==> config.mk <==
export PLATFORM = sky130hd
export DESIGN_NAME = mul_div_arbiter_flat
export DESIGN_NICKNAME = d
export VERILOG_FILES = /design/src/rtl/mul_div_arbiter_if.sv /design/src/rtl/mul_div_arbiter.sv /design/src/flat_wrapper.sv
export SDC_FILE = /design/constraint.sdc
export NUM_CORES = 1
export LEC_CHECK = 0
export ABC_AREA = 1
export CELL_PAD_IN_SITES_DETAIL_PLACEMENT = 0
export CELL_PAD_IN_SITES_GLOBAL_PLACEMENT = 1
export CORE_AREA = 2 2 135 137
export CTS_CLUSTER_DIAMETER = 120
export DETAILED_ROUTE_END_ITERATION = 12
export DIE_AREA = 0 0 137 139
export MAX_ROUTING_LAYER = met4
export PLACE_DENSITY_LB_ADDON = 0.1
export SLEW_MARGIN = 20
export SYNTH_ARGS = -nofsm -noshare
export SYNTH_HDL_FRONTEND = slang
export SYNTH_SLANG_ARGS = --single-unit
==> constraint.sdc <==
create_clock -name i_clk -period 1.93 [get_ports i_clk]
set_input_delay 0.4825 -clock i_clk [delete_from_list [all_inputs] [get_ports i_clk]]
set_output_delay 0.4825 -clock i_clk [all_outputs]
set_load 0.02 [all_outputs]
==> src/rtl/mul_div_arbiter_if.sv <==
// Handshake bundle between two clients, the round-robin arbiter and the shared
// multiply/divide unit.
interface mul_div_arbiter_if #(
  parameter int unsigned LAT = 3
) ();
  localparam int unsigned CntW = $clog2(LAT + 1);

  logic [1:0]      req_valid;
  logic [1:0]      req_ready;
  logic [31:0]     req_a0;
  logic [31:0]     req_b0;
  logic [31:0]     req_a1;
  logic [31:0]     req_b1;
  logic [1:0]      req_sel;
  logic [31:0]     mdu_a;
  logic [31:0]     mdu_b;
  logic            mdu_sel;
  logic            mdu_en;
  logic [31:0]     mdu_r;
  logic [4:0]      mdu_flags;
  logic [1:0]      rsp_valid;
  logic [1:0]      rsp_ready;
  logic [31:0]     rsp_r;
  logic [4:0]      rsp_flags;
  logic [CntW-1:0] inflight;

  modport master (
    output req_valid, req_a0, req_b0, req_a1, req_b1, req_sel, rsp_ready, mdu_r, mdu_flags,
    input  req_ready, mdu_a, mdu_b, mdu_sel, mdu_en, rsp_valid, rsp_r, rsp_flags, inflight
  );

  modport slave (
    input  req_valid, req_a0, req_b0, req_a1, req_b1, req_sel, rsp_ready, mdu_r, mdu_flags,
    output req_ready, mdu_a, mdu_b, mdu_sel, mdu_en, rsp_valid, rsp_r, rsp_flags, inflight
  );
endinterface

==> src/rtl/mul_div_arbiter.sv <==
// Round-robin scheduler sharing one LAT-deep multiply/divide pipeline between two
// clients; a tag shift register routes each result back to its owner.
module mul_div_arbiter #(
  parameter int unsigned LAT = 3
) (
  input logic              i_clk,
  input logic              i_arst,
  mul_div_arbiter_if.slave bus
);
  localparam int unsigned CntW = $clog2(LAT + 1);

  logic [LAT-1:0]  r_vld;
  logic [LAT-1:0]  r_tag;
  logic            r_last_grant;
  logic [CntW-1:0] r_inflight;
  logic [31:0]     r_a;
  logic [31:0]     r_b;
  logic            r_sel;

  logic            w_tail_vld;
  logic            w_tail_tag;
  logic            w_en;
  logic            w_grant;
  logic            w_issue;
  logic            w_rsp_hs;
  logic [31:0]     w_a;
  logic [31:0]     w_b;
  logic            w_sel;

  always_comb begin
    w_tail_vld = r_vld[LAT-1];
    w_tail_tag = r_tag[LAT-1];
    // Freeze the whole unit while the oldest result's owner is not ready.
    w_en       = !(w_tail_vld && !bus.rsp_ready[w_tail_tag]);
    w_rsp_hs   = w_tail_vld && w_en;
    if (&bus.req_valid) begin
      w_grant = !r_last_grant;
    end else begin
      w_grant = bus.req_valid[1];
    end
    w_issue = w_en && bus.req_valid[w_grant];
    w_a     = w_grant ? bus.req_a1 : bus.req_a0;
    w_b     = w_grant ? bus.req_b1 : bus.req_b0;
    w_sel   = bus.req_sel[w_grant];
  end

  always_comb begin
    bus.req_ready = 2'b00;
    if (w_issue) begin
      bus.req_ready[w_grant] = 1'b1;
    end
    bus.mdu_a     = w_issue ? w_a : r_a;
    bus.mdu_b     = w_issue ? w_b : r_b;
    bus.mdu_sel   = w_issue ? w_sel : r_sel;
    bus.mdu_en    = w_en;
    bus.rsp_valid = {w_tail_vld && w_tail_tag, w_tail_vld && !w_tail_tag};
    bus.rsp_r     = bus.mdu_r;
    bus.rsp_flags = bus.mdu_flags;
    bus.inflight  = r_inflight;
  end

  // Bubbles shift in as invalid slots so the tracker stays aligned with the unit.
  always_ff @(posedge i_clk or negedge i_arst) begin
    if (!i_arst) begin
      r_vld <= '0;
      r_tag <= '0;
    end else if (w_en) begin
      r_vld <= (r_vld << 1) | LAT'(w_issue);
      r_tag <= (r_tag << 1) | LAT'(w_grant);
    end
  end

  always_ff @(posedge i_clk or negedge i_arst) begin
    if (!i_arst) begin
      r_last_grant <= 1'b1;
      r_a          <= '0;
      r_b          <= '0;
      r_sel        <= 1'b0;
    end else if (w_issue) begin
      r_last_grant <= w_grant;
      r_a          <= w_a;
      r_b          <= w_b;
      r_sel        <= w_sel;
    end
  end

  always_ff @(posedge i_clk or negedge i_arst) begin
    if (!i_arst) begin
      r_inflight <= '0;
    end else begin
      case ({w_issue, w_rsp_hs})
        2'b10:   r_inflight <= r_inflight + CntW'(1);
        2'b01:   r_inflight <= r_inflight - CntW'(1);
        default: r_inflight <= r_inflight;
      endcase
    end
  end
endmodule

==> src/flat_wrapper.sv <==
// flat-port wrapper written by rule: the top's interface ports become plain ports
module mul_div_arbiter_flat 
#(
  parameter int unsigned LAT = 3
)
  (i_clk, i_arst, bus_req_valid, bus_req_a0, bus_req_b0, bus_req_a1, bus_req_b1, bus_req_sel, bus_rsp_ready, bus_mdu_r, bus_mdu_flags, bus_req_ready, bus_mdu_a, bus_mdu_b, bus_mdu_sel, bus_mdu_en, bus_rsp_valid, bus_rsp_r, bus_rsp_flags, bus_inflight);
  mul_div_arbiter_if #(.LAT(LAT)) bus_i ();
  input logic i_clk;
  input logic i_arst;
  input wire logic [$bits(bus_i.req_valid)-1:0] bus_req_valid;
  input wire logic [$bits(bus_i.req_a0)-1:0] bus_req_a0;
  input wire logic [$bits(bus_i.req_b0)-1:0] bus_req_b0;
  input wire logic [$bits(bus_i.req_a1)-1:0] bus_req_a1;
  input wire logic [$bits(bus_i.req_b1)-1:0] bus_req_b1;
  input wire logic [$bits(bus_i.req_sel)-1:0] bus_req_sel;
  input wire logic [$bits(bus_i.rsp_ready)-1:0] bus_rsp_ready;
  input wire logic [$bits(bus_i.mdu_r)-1:0] bus_mdu_r;
  input wire logic [$bits(bus_i.mdu_flags)-1:0] bus_mdu_flags;
  output wire logic [$bits(bus_i.req_ready)-1:0] bus_req_ready;
  output wire logic [$bits(bus_i.mdu_a)-1:0] bus_mdu_a;
  output wire logic [$bits(bus_i.mdu_b)-1:0] bus_mdu_b;
  output wire logic [$bits(bus_i.mdu_sel)-1:0] bus_mdu_sel;
  output wire logic [$bits(bus_i.mdu_en)-1:0] bus_mdu_en;
  output wire logic [$bits(bus_i.rsp_valid)-1:0] bus_rsp_valid;
  output wire logic [$bits(bus_i.rsp_r)-1:0] bus_rsp_r;
  output wire logic [$bits(bus_i.rsp_flags)-1:0] bus_rsp_flags;
  output wire logic [$bits(bus_i.inflight)-1:0] bus_inflight;
  assign bus_i.req_valid = bus_req_valid;
  assign bus_i.req_a0 = bus_req_a0;
  assign bus_i.req_b0 = bus_req_b0;
  assign bus_i.req_a1 = bus_req_a1;
  assign bus_i.req_b1 = bus_req_b1;
  assign bus_i.req_sel = bus_req_sel;
  assign bus_i.rsp_ready = bus_rsp_ready;
  assign bus_i.mdu_r = bus_mdu_r;
  assign bus_i.mdu_flags = bus_mdu_flags;
  assign bus_req_ready = bus_i.req_ready;
  assign bus_mdu_a = bus_i.mdu_a;
  assign bus_mdu_b = bus_i.mdu_b;
  assign bus_mdu_sel = bus_i.mdu_sel;
  assign bus_mdu_en = bus_i.mdu_en;
  assign bus_rsp_valid = bus_i.rsp_valid;
  assign bus_rsp_r = bus_i.rsp_r;
  assign bus_rsp_flags = bus_i.rsp_flags;
  assign bus_inflight = bus_i.inflight;
  mul_div_arbiter #(.LAT(LAT)) u_core (.i_clk(i_clk), .i_arst(i_arst), .bus(bus_i));
endmodule
==> summary.md, run 1 <==
| Metric | Value |
|---|---|
| R2R cell count | 16 |
| Crit end category | primary output |
| # H-tree levels | 3 |
| Final #Nets | 1047 |
| Syn Std Cell Area | 4180 um2 |
| Placed insts | 992 |
| Post-DP HPWL | 10800 um |
| CTS buffer count | 9 |
| WL met2 | 10100 um |
| Avg WL per Cell | 18.5 um |
| Clock latency on the worst-skew pair | 0.34 ns |
| Crit path kind | register to primary output |
| Total of max-cap violations | 0 |
| RSZ-0062 raised after global routing | true |
| Maximum VDD drop | 1060 uV |
| Yosys warns | 0 |
| Total power | 15.8 mW |
| Vias in the first global route | 5125 |
| Top-Level Pins | 282 |
| Port buffer count | 207 |
| Post-synth cell types | 20 |
| Skew final | 0.00789 ns |
| Max Freq | 439 MHz |
| Synthesized Nets | 756 |
| Max Root-Sink Buffers | 2 |
| Final setup viols | 71 |
| ANT nets after route | 0 |
| Full die area | 19000 um2 |
| Area Growth Syn to Fin | 132% |
| Met1 wire length | 8720 um |
| Die H | 139 um |
| First-pass GRT wire length | 29500 um |
| Syn Area/Cell | 7.18 um2 |
| Reg2Reg Launch Point | u_core.r_tag[2] |
| Total gr overflow | 0 |
| Crit path max fanout | 8 |
| R2R Setup Slk | -0.29 ns |
| DR vias | 5027 |
| CTS root buffer | clkbuf_16 |
| DR top layer | met4 |
| Vias/cell | 4.54 |
| WP data required | 1.45 ns |
| Seq/Total Area, Yosys | 44.4% |
| WL met3 | 1250 um |
| Clock slew at reported path FFs | 0.07 ns |
| Max Slew Vio Count | 0 |
| Leak | 4.70 nW |
| Crit path to | bus_mdu_b[5] |
| Actual slew at the worst max-slew pin | 0.372 ns |
| CORE AREA | 17700 um2 |
| Largest net degree at the start of global routing | 36 |
| Setup crit start | u_core.r_tag[2] |
| # rows | 49 |
| N_diodes | 0 |
| Number of synthesized register bits | 74 |
| First-pass DRT Iterations | 4 |
| Fin crit share | 118% |
| Failing checks | setup timing |
| Tmin final | 2.28 ns |
| Slew margin rel. | 75.2% |
| Layout cells sized above 1 | 53.6% |
| Routed WL | 20400 um |
| Initial core utilization | 23.7% |
| Status | finished with violations |
| Final hold violations | 0 |
| Reg-to-reg critical path endpoint | u_core.r_a[9] |
| Hold crit path type | primary input to asynchronous set/reset pin |
| Non-Filler Instances | 1107 |
| Final GP Congestion | 0.790 |
| Arrival time of the worst setup path | 1.80 ns |
| Initial antenna violation count | 0 |
| CTS tree | yes |
| DRT iter0 DRCs | 160 |
| DRC Markers | 0 |
| Sink Count | 74 |
| Worst setup SP type | register |
| Total track usage | 21.3% |
| PD cells | 1630 nW/um2 |
| Final worst setup slack | -0.349 ns |
| Die width | 137 um |
| Cells after synthesis | 582 |
[kinds of logic after synthesis]
family | synth area share [%]
buffers and inverters | 13.1
AO/OA/AOI/OAI | 0.839
adder cells (fa/ha/maj) | 0.300
flip-flops | 44.4
AND/OR/NAND/NOR | 41.0
XOR/XNOR | 0.419
[cell type report]
cell class	count	area, um2
Clock buffer	10	239
Clock inverter	6	88.8
Fill cell	1596	7990
Inverter	9	41.3
Multi-Input combinational cell	419	2940
Sequential cell	74	1850
Tap cell	229	287
Timing Repair Buffer	360	4220
[report_power, final]
part	switching [mW]	internal [mW]	total, mW	leakage, nW
Sequential	0.416	2.31	2.73	0.909
Combinational	5.16	6.03	11.2	3.64
Clock	0.719	1.17	1.89	0.155
Total	6.30	9.51	15.8	4.70
[sequential cells by signal, indices dropped and copies added (netlist names)]
| signal | cells |
|---|---|
| u_core.r_tag | 3 |
| u_core.r_sel | 1 |
| u_core.r_a | 32 |
| u_core.r_b | 32 |
| u_core.r_vld | 3 |
| u_core.bus.inflight | 2 |
| u_core.r_last_grant | 1 |
[how the worst min path moves through the flow]
stage,cells past startpoint,slack [ns],start,to
4_1_cts,1,0.06,i_arst,u_core.bus.inflight[0]
5_1_grt,1,0.06,i_arst,u_core.bus.inflight[0]
6_report,1,0.04,i_arst,u_core.bus.inflight[0]
3_5_place_dp,1,0.43,i_arst,u_core.bus.inflight[0]
3_3_place_gp,1,0.42,i_arst,u_core.bus.inflight[1]
2_1_floorplan,0,0.19,i_arst,u_core.bus.inflight[0]
[layer usage]
metal,vias up,global-route usage (%)
met2,151,33.7
met3,31,5.30
met5,-,-
met4,0,5.15
met1,2431,27.2
li1,2414,-
[synth_stat cells, drive strengths merged]
library cell  count  share of area [%]
inv               9               0.81
nand2           273                 25
o21ai             4               0.48
ha                1               0.30
or2               2               0.30
dfrtp            73                 44
nand3           131                 16
buf              74                 12
clkbuf            6               0.54
xor2              1               0.21
nor2              3               0.27
dfstp             1               0.63
a21oi             3               0.36
xnor2             1               0.21
[critical path: stages, from the launching register on]
cell and delay [ns]:
dfrtp_1 0.42, inv_2 0.09, nand2_4 0.06, nand3_4 0.11, buf_6 0.13, buf_12 0.17
clkbuf_16 0.19, nand3_4 0.06, nand2_2 0.08, buf_6 0.12
[timing repair]
item / CTS / global route
gates cloned: 25 / 4
setup endpoints to repair: 70 / 72
endpoints found under the hold margin: 0 / 0
buffers inserted: 49 / 30
gates resized for setup: 625 / 142
hold buffers: 0 / 0
pin swaps: 40 / 64
[metrics by stage]
stage	setup WS (ns)	util (%)	cell area (um2)	hold WS, ns	setup TNS, ns
finish	-0.349	54.8	9670	0.0440	-21.53
global route	-0.429	54.8	9670	0.0561	-26.96
CTS	-0.364	50.0	8820	0.0576	-22.53
detailed placement	-1.00	37.2	6570	0.433	-65.90
global placement	-0.997	37.2	6570	0.425	-64.32
floorplan	0.132	-	4180	0.187	0
[placed cells by master (no fill, tap or decap), types with 2 or more instances in the layout]
| cell | synthesis | final |
|---|---|---|
| buf_16 | 0 | 24 |
| dlygate4sd2_1 | 0 | 4 |
| nor2_1 | 3 | 2 |
| buf_12 | 0 | 21 |
| dfrtp_1 | 73 | 73 |
| inv_2 | 1 | 2 |
| nand2_1 | 272 | 117 |
| nand3_4 | 0 | 21 |
| or2_4 | 0 | 2 |
| clkdlybuf4s50_1 | 0 | 132 |
| buf_4 | 43 | 85 |
| nand3_2 | 1 | 45 |
| clkinvlp_4 | 0 | 2 |
| nand3_1 | 130 | 65 |
| nand2_4 | 0 | 45 |
| inv_1 | 8 | 6 |
| bufinv_16 | 0 | 2 |
| a21oi_1 | 3 | 2 |
| nand2_2 | 1 | 108 |
| buf_6 | 2 | 83 |
| o21ai_0 | 4 | 4 |
| nand2_8 | 0 | 3 |
| buf_8 | 0 | 4 |
| clkbuf_16 | 0 | 13 |
Note: power is estimated with default switching activity, not from simulation.
==> run 2, diff against run 1 <==
Settings changed: CORE_AREA 2 2 135 137 to 2 2 109 111, DIE_AREA 0 0 137 139 to 0 0 111 113, DONT_BUFFER_PORTS set to 1, GPL_TIMING_DRIVEN set to 0.
==> run 2 against run 1 <==
The flow finishes with violations (hold timing, setup timing). Critical path depth decreased by 1. Wire length decreased by 36%. Sequential cell count unchanged. Critical endpoint is now bus_mdu_a[23]. Clock skew decreased by 0.00071 ns.
==> summary.md, run 2 (synthesis results as in run 1) <==
| Metric | Value |
|---|---|
| Leak | 2.98 nW (was 4.70 nW) |
| RSZ-0062 raised after global routing | true (unchanged) |
| Register share of total power | 26.5% (was 17.2%) |
| CTS root buffer | clkbuf_16 (unchanged) |
| Clock share of power | 18.8% (was 12.0%) |
| ANT nets after route | 0 (unchanged) |
| WP data required | 1.45 ns (about the same) |
| Final GP Congestion | 0.821 (was 0.790) |
| Slew margin rel. | 72.6% (was 75.2%) |
| Vias in the first global route | 3893 (was 5125) |
| Post-DP HPWL | 8980 um (was 10800 um) |
| Clock slew at reported path FFs | 0.06 ns (was 0.07 ns) |
| CTS buffer count | 9 (unchanged) |
| Layout cells sized above 1 | 44.1% (was 53.6%) |
| Final hold violations | 73 (was 0) |
| First-pass DRT Iterations | 4 (unchanged) |
| Most frequent cells in the layout | 153 x nand2_1, 95 x nand3_1, 73 x dfrtp_1, 69 x nand2_2, 52 x buf_4 (was 132 x clkdlybuf4s50_1, 117 x nand2_1, 108 x nand2_2, 85 x buf_4, 83 x buf_6) |
| Actual slew at the worst max-slew pin | 0.411 ns (was 0.372 ns) |
| Status | finished with violations (unchanged) |
| CTS tree | yes (unchanged) |
| Final #Nets | 783 (was 1047) |
| Total power | 9.77 mW (was 15.8 mW) |
| CORE AREA | 11300 um2 (was 17700 um2) |
| Port buffer count | 0 (was 207) |
| Max Root-Sink Buffers | 2 (unchanged) |
| Crit end category | primary output (unchanged) |
| Initial antenna violation count | 0 (unchanged) |
| DRT iter0 DRCs | 144 (was 160) |
| Largest net degree at the start of global routing | 75 (was 36) |
| Skew final | 0.00718 ns (was 0.00789 ns) |
| Int Pwr | 5.24 mW (was 9.51 mW) |
| Share of power burned in combinational logic | 54.7% (was 70.8%) |
| Crit path kind | register to primary output (unchanged) |
| # H-tree levels | 3 (unchanged) |
| Layout fillers | 1123 (was 1596) |
| Max Freq | 462 MHz (was 439 MHz) |
| DRC Markers | 0 (unchanged) |
| DR vias | 3909 (was 5027) |
| Die H | 113 um (was 139 um) |
| Arrival time of the worst setup path | 1.68 ns (was 1.80 ns) |
| First-pass GRT wire length | 20100 um (was 29500 um) |
| Clock latency on the worst-skew pair | 0.33 ns (was 0.34 ns) |
| N_diodes | 0 (unchanged) |
| Fin crit share | 112% (was 118%) |
| P_sw | 4.54 mW (was 6.30 mW) |
| Die width | 111 um (was 137 um) |
| Hold crit path type | primary input to asynchronous set/reset pin (unchanged) |
| Switching share of power | 46.4% (was 39.8%) |
| Final Core Density | 51.8% (was 54.8%) |
| Worst setup SP type | register (unchanged) |
| Total track usage | 20.5% (was 21.3%) |
| # rows | 39 (was 49) |
| Routed WL | 13200 um (was 20400 um) |
| Top-Level Pins | 282 (unchanged) |
| Final setup viols | 67 (was 71) |
| Vias/cell | 5.16 (was 4.54) |
| Avg WL per Cell | 17.4 um (was 18.5 um) |
| Tmin final | 2.17 ns (was 2.28 ns) |
| Area Growth Syn to Fin | 39.7% (was 132%) |
| PD cells | 1680 nW/um2 (was 1630 nW/um2) |
| R2R cell count | 9 (was 16) |
| Final worst setup slack | -0.236 ns (was -0.349 ns) |
| Sink Count | 74 (unchanged) |
| Maximum VDD drop | 643 uV (was 1060 uV) |
| Total gr overflow | 0 (unchanged) |
| Failing checks | hold timing, setup timing (was setup timing) |
| Hold_ws | -0.160 ns (was 0.0440 ns) |
| Initial core utilization | 37.1% (was 23.7%) |
| Pre-CTS setup slack | -0.231 ns (was -1.00 ns) |
| Full die area | 12500 um2 (was 19000 um2) |
| Crit path max fanout | 5 (was 8) |
| Registers with the most flip-flops | u_core.r_a x32, u_core.r_b x32 (unchanged) |
| Commonest non-fill, non-tap cell in the layout | nand2_1 (was clkdlybuf4s50_1) |
| Total of max-cap violations | 0 (unchanged) |
| Max Slew Vio Count | 0 (unchanged) |
-- run 2: layout make-up --
| type | instances | area, um2 | share of cell area [%] |
|---|---|---|---|
| buffer | 79 | 659 | 11.3 |
| clock buffer | 10 | 239 | 4.10 |
| multi-input combinational | 419 | 2540 | 43.5 |
| tap | 143 | 179 | 3.07 |
| timing repair buffer | 17 | 239 | 4.10 |
| inverter | 9 | 38.8 | 0.665 |
| clock inverter | 6 | 88.8 | 1.52 |
| sequential | 74 | 1850 | 31.8 |
-- run 2: worst max-delay path, cell delays in order (launching register included) --
cell	delay, ns
dfstp_2	0.55
nand2_4	0.08
nand2_8	0.10
clkbuf_16	0.16
clkbuf_16	0.15
nand2_2	0.05
nand2_2	0.06
nand3_2	0.08
nand2_4	0.11
-- run 2: metal layers --
metal / global-route usage [%] / vias to the layer above / wire (um)
met5: - / - / 0
met3: 6.80 / 24 / 1060
met1: 24.8 / 1843 / 5390
met4: 7.17 / 0 / 346
li1: - / 1875 / -
met2: 32.5 / 167 / 6380
-- run 2: worst paths after layout --
path	start	endpoint	slack, ns
max	u_core.r_last_grant	bus_mdu_a[23]	-0.24
min	i_arst	u_core.r_b[16]	-0.16
max reg2reg	u_core.r_tag[2]	u_core.bus.inflight[1]	0.20
min reg2reg	u_core.r_vld[1]	u_core.r_vld[2]	0.47
max in group asynchronous	i_arst	u_core.r_last_grant	1.89
min in group i_clk	bus_req_b0[27]	u_core.r_b[27]	0.42
-- run 2: metrics by stage --
step / cells / area, um2 / TNS (ns)
2_1_floorplan: 582 / 4180 / 0
3_3_place_gp: 725 / 4360 / -7.02
3_5_place_dp: 725 / 4360 / -9.67
4_1_cts: 750 / 5220 / -14.43
5_1_grt: 757 / 5830 / -17.84
6_report: 757 / 5830 / -12.27
-- run 2: power groups by stage --
stage	clock network, mW	logic (mW)	registers, mW
CTS	1.87	4.65	2.57
global placement	0	3.76	2.57
global route	1.94	5.80	2.67
detailed placement	0	3.81	2.57
floorplan	0	3.08	2.52
finish	1.84	5.35	2.59
-- run 2: what timing repair did --
item / in CTS / in global routing
gates resized for setup: 152 / 125
endpoints found under the setup margin: 68 / 67
pin swaps: 21 / 50
setup buffers: 4 / 6
hold endpoints to repair: 74 / 74
cloned: 5 / 3
==> run 3, diff against run 2 <==
Settings changed: CELL_PAD_IN_SITES_DETAIL_PLACEMENT 0 to 1, GPL_TIMING_DRIVEN 0 to not set, TNS_END_PERCENT set to 1.
==> run 3 against run 2 <==
The flow still finishes with violations (hold timing, setup timing). Fmax grew 2.0%. Highest routed layer unchanged. Setup slack gained 0.042 ns. Clock-buffer cell count grew 1. First-iteration DRC count grew 11%. Power shrank 8.1%. Combinational power shrank 12%. Non-clock buffer count shrank 52. Register-to-register slack gained 0.04 ns. Clock power shrank 7%. Wire length shrank 1.2%. Via count shrank 4.3%. Cell area shrank 15%.
==> summary.md, run 3 (synthesis results as in run 1) <==
| Metric | Value |
|---|---|
| Status | finished with violations (unchanged) |
| Failing checks | hold timing, setup timing (unchanged) |
| Clock latency on the worst-skew pair | 0.33 ns (about the same) |
| Avg WL per Cell | 18.5 um (was 17.4 um) |
| CP Cell Sequence | nand2_4, buf_6, clkbuf_16, nand3_1, nand2_1, nand3_1, nand2_2 (was nand2_4, nand2_8, clkbuf_16, clkbuf_16, nand2_2, nand2_2, nand3_2, nand2_4) |
| RSZ-0062 raised after global routing | true (unchanged) |
| Final Core Density | 44.0% (was 51.8%) |
| N_diodes | 0 (unchanged) |
| Full die area | 12500 um2 (unchanged) |
| Final worst setup slack | -0.194 ns (was -0.236 ns) |
| Registers with the most flip-flops | u_core.r_a x32, u_core.r_b x32 (unchanged) |
| Commonest non-fill, non-tap cell in the layout | nand2_1 (unchanged) |
| Tmin final | 2.12 ns (was 2.17 ns) |
| ANT nets after route | 0 (unchanged) |
| DRC Markers | 0 (unchanged) |
| Arrival time of the worst setup path | 1.64 ns (was 1.68 ns) |
| # rows | 39 (unchanged) |
| Die width | 111 um (unchanged) |
| Critical Path Slowest Stage Cell | dfstp_2 (unchanged) |
| Pre-CTS setup slack | -0.0179 ns (was -0.231 ns) |
| Final setup viols | 67 (unchanged) |
| Slowest cell delay on critical path | 0.56 ns (was 0.55 ns) |
| DRT iter0 DRCs | 160 (was 144) |
| Hold_ws | -0.161 ns (was -0.160 ns) |
| Final Cell Area | 4960 um2 (was 5830 um2) |
| Crit path max fanout | 15 (was 5) |
| CTS tree | yes (unchanged) |
| Top-Level Pins | 282 (unchanged) |
| Slew margin rel. | 74.8% (was 72.6%) |
| Total gr overflow | 0 (unchanged) |
| Total of max-cap violations | 0 (unchanged) |
| CORE AREA | 11300 um2 (unchanged) |
| Clock slew at reported path FFs | 0.06 ns (about the same) |
| Maximum VDD drop | 926 uV (was 643 uV) |
| Skew final | 0.00570 ns (was 0.00718 ns) |
| Sink Count | 74 (unchanged) |
| Reg2Reg Launch Point | u_core.r_tag[2] (unchanged) |
| Total track usage | 20.8% (was 20.5%) |
| Max Root-Sink Buffers | 2 (unchanged) |
| Initial core utilization | 37.1% (unchanged) |
| Die H | 113 um (unchanged) |
| Largest net degree at the start of global routing | 75 (unchanged) |
| Crit end category | primary output (unchanged) |
| Vias in the first global route | 3896 (was 3893) |
| Post-DP Area | 4270 um2 (was 4360 um2) |
| Vias/cell | 5.31 (was 5.16) |
| Final hold violations | 73 (unchanged) |
| Layout fillers | 1398 (was 1123) |
| Max Slew Vio Count | 0 (unchanged) |
| First-pass DRT Iterations | 4 (unchanged) |
| WP data required | 1.45 ns (about the same) |
| First-pass GRT wire length | 20300 um (was 20100 um) |
| Initial antenna violation count | 0 (unchanged) |
| CTS root buffer | clkbuf_16 (unchanged) |
| CTS buffer count | 9 (unchanged) |
| Most frequent cells in the layout | 198 x nand2_1, 124 x nand3_1, 73 x dfrtp_1, 57 x nand2_2, 30 x buf_4 (was 153 x nand2_1, 95 x nand3_1, 73 x dfrtp_1, 69 x nand2_2, 52 x buf_4) |
| Actual slew at the worst max-slew pin | 0.376 ns (was 0.411 ns) |
| Area Growth Syn to Fin | 18.8% (was 39.7%) |
| Crit path kind | register to primary output (unchanged) |
| Hold crit path type | primary input to asynchronous set/reset pin (unchanged) |
| Final #Nets | 731 (was 783) |
| Routed WL | 13000 um (was 13200 um) |
| Layout cells sized above 1 | 26.2% (was 44.1%) |
| PD cells | 1810 nW/um2 (was 1680 nW/um2) |
| Fin crit share | 110% (was 112%) |
| CP most frequent cell | nand3_1 |
| Worst setup SP type | register (unchanged) |
| # H-tree levels | 3 (unchanged) |
| Post-DP HPWL | 8610 um (was 8980 um) |
| Final GP Congestion | 0.850 (was 0.821) |
| Setup crit start | u_core.r_last_grant (unchanged) |
| DR vias | 3741 (was 3909) |
| Max Freq | 471 MHz (was 462 MHz) |
| Port buffer count | 0 (unchanged) |
| Leak | 2.61 nW (was 2.98 nW) |
[run 3: cell count changes in the layout (fill, tap and decap cells not counted), sizes merged]
cell      previous run  this run
clkinvlp             2         1
buf                 88        42
bufinv               2         1
clkbuf              18        13
clkinv               1         3
inv                 10         9
[run 3: metal layers]
layer  GRT usage (%)  routed length (um)  vias up
li1                -                   -     1762
met1            24.0                5260     1797
met2            33.5                6360      154
met3            6.86                1050       28
met4            8.75                 350        0
met5               -                   0        -
[run 3: power by group]
| group | switching [mW] | internal (mW) |
|---|---|---|
| sequential | 0.286 | 2.30 |
| combinational | 3.20 | 1.49 |
| clock | 0.644 | 1.06 |
| total | 4.13 | 4.85 |
[run 3: worst paths after layout]
path                                               end  slack, ns  cells after the start
worst min register to register         u_core.r_vld[1]       0.49                      2
worst max-delay path                      bus_mdu_a[0]      -0.19                      7
worst max register to register  u_core.bus.inflight[1]       0.24                      9
max in group asynchronous          u_core.r_last_grant       1.90                      0
min in group i_clk                      u_core.r_b[15]       0.47                      4
worst min-delay path                    u_core.r_b[20]      -0.16                      0
[run 3: metrics by stage]
step / power, mW / TNS (ns) / hold slack [ns] / cells
3_5_place_dp: 6.75 / -0.0530 / 0.188 / 687
6_report: 8.98 / -10.54 / -0.161 / 705
3_3_place_gp: 6.68 / 0 / 0.188 / 687
2_1_floorplan: 5.60 / 0 / 0.187 / 582
4_1_cts: 8.89 / -12.14 / -0.175 / 703
5_1_grt: 9.60 / -17.06 / -0.182 / 705
[run 3: area by class of cell]
cell class	instances	area [um2]	area share, %
Clock buffer	11	253	5.09
Clock inverter	5	52.6	1.06
Inverter	9	36.3	0.731
Multi-Input combinational cell	419	2100	42.3
Sequential cell	74	1850	37.4
Tap cell	143	179	3.61
Timing Repair Buffer	44	489	9.86
[run 3: what timing repair did]
item / 4_1_cts / 5_1_grt
setup endpoints to repair: 67 / 67
setup buffers: 0 / 0
gates resized for setup: 80 / 25
gates cloned: 0 / 2
hold endpoints to repair: 74 / 74
pin swaps: 12 / 11
[run 3: critical path, delay by kind of cell (launching register included)]
kind	cells	cell delay [ns]
buffers and inverters	2	0.34
AND/OR/NAND/NOR	5	0.41
flip-flops	1	0.56
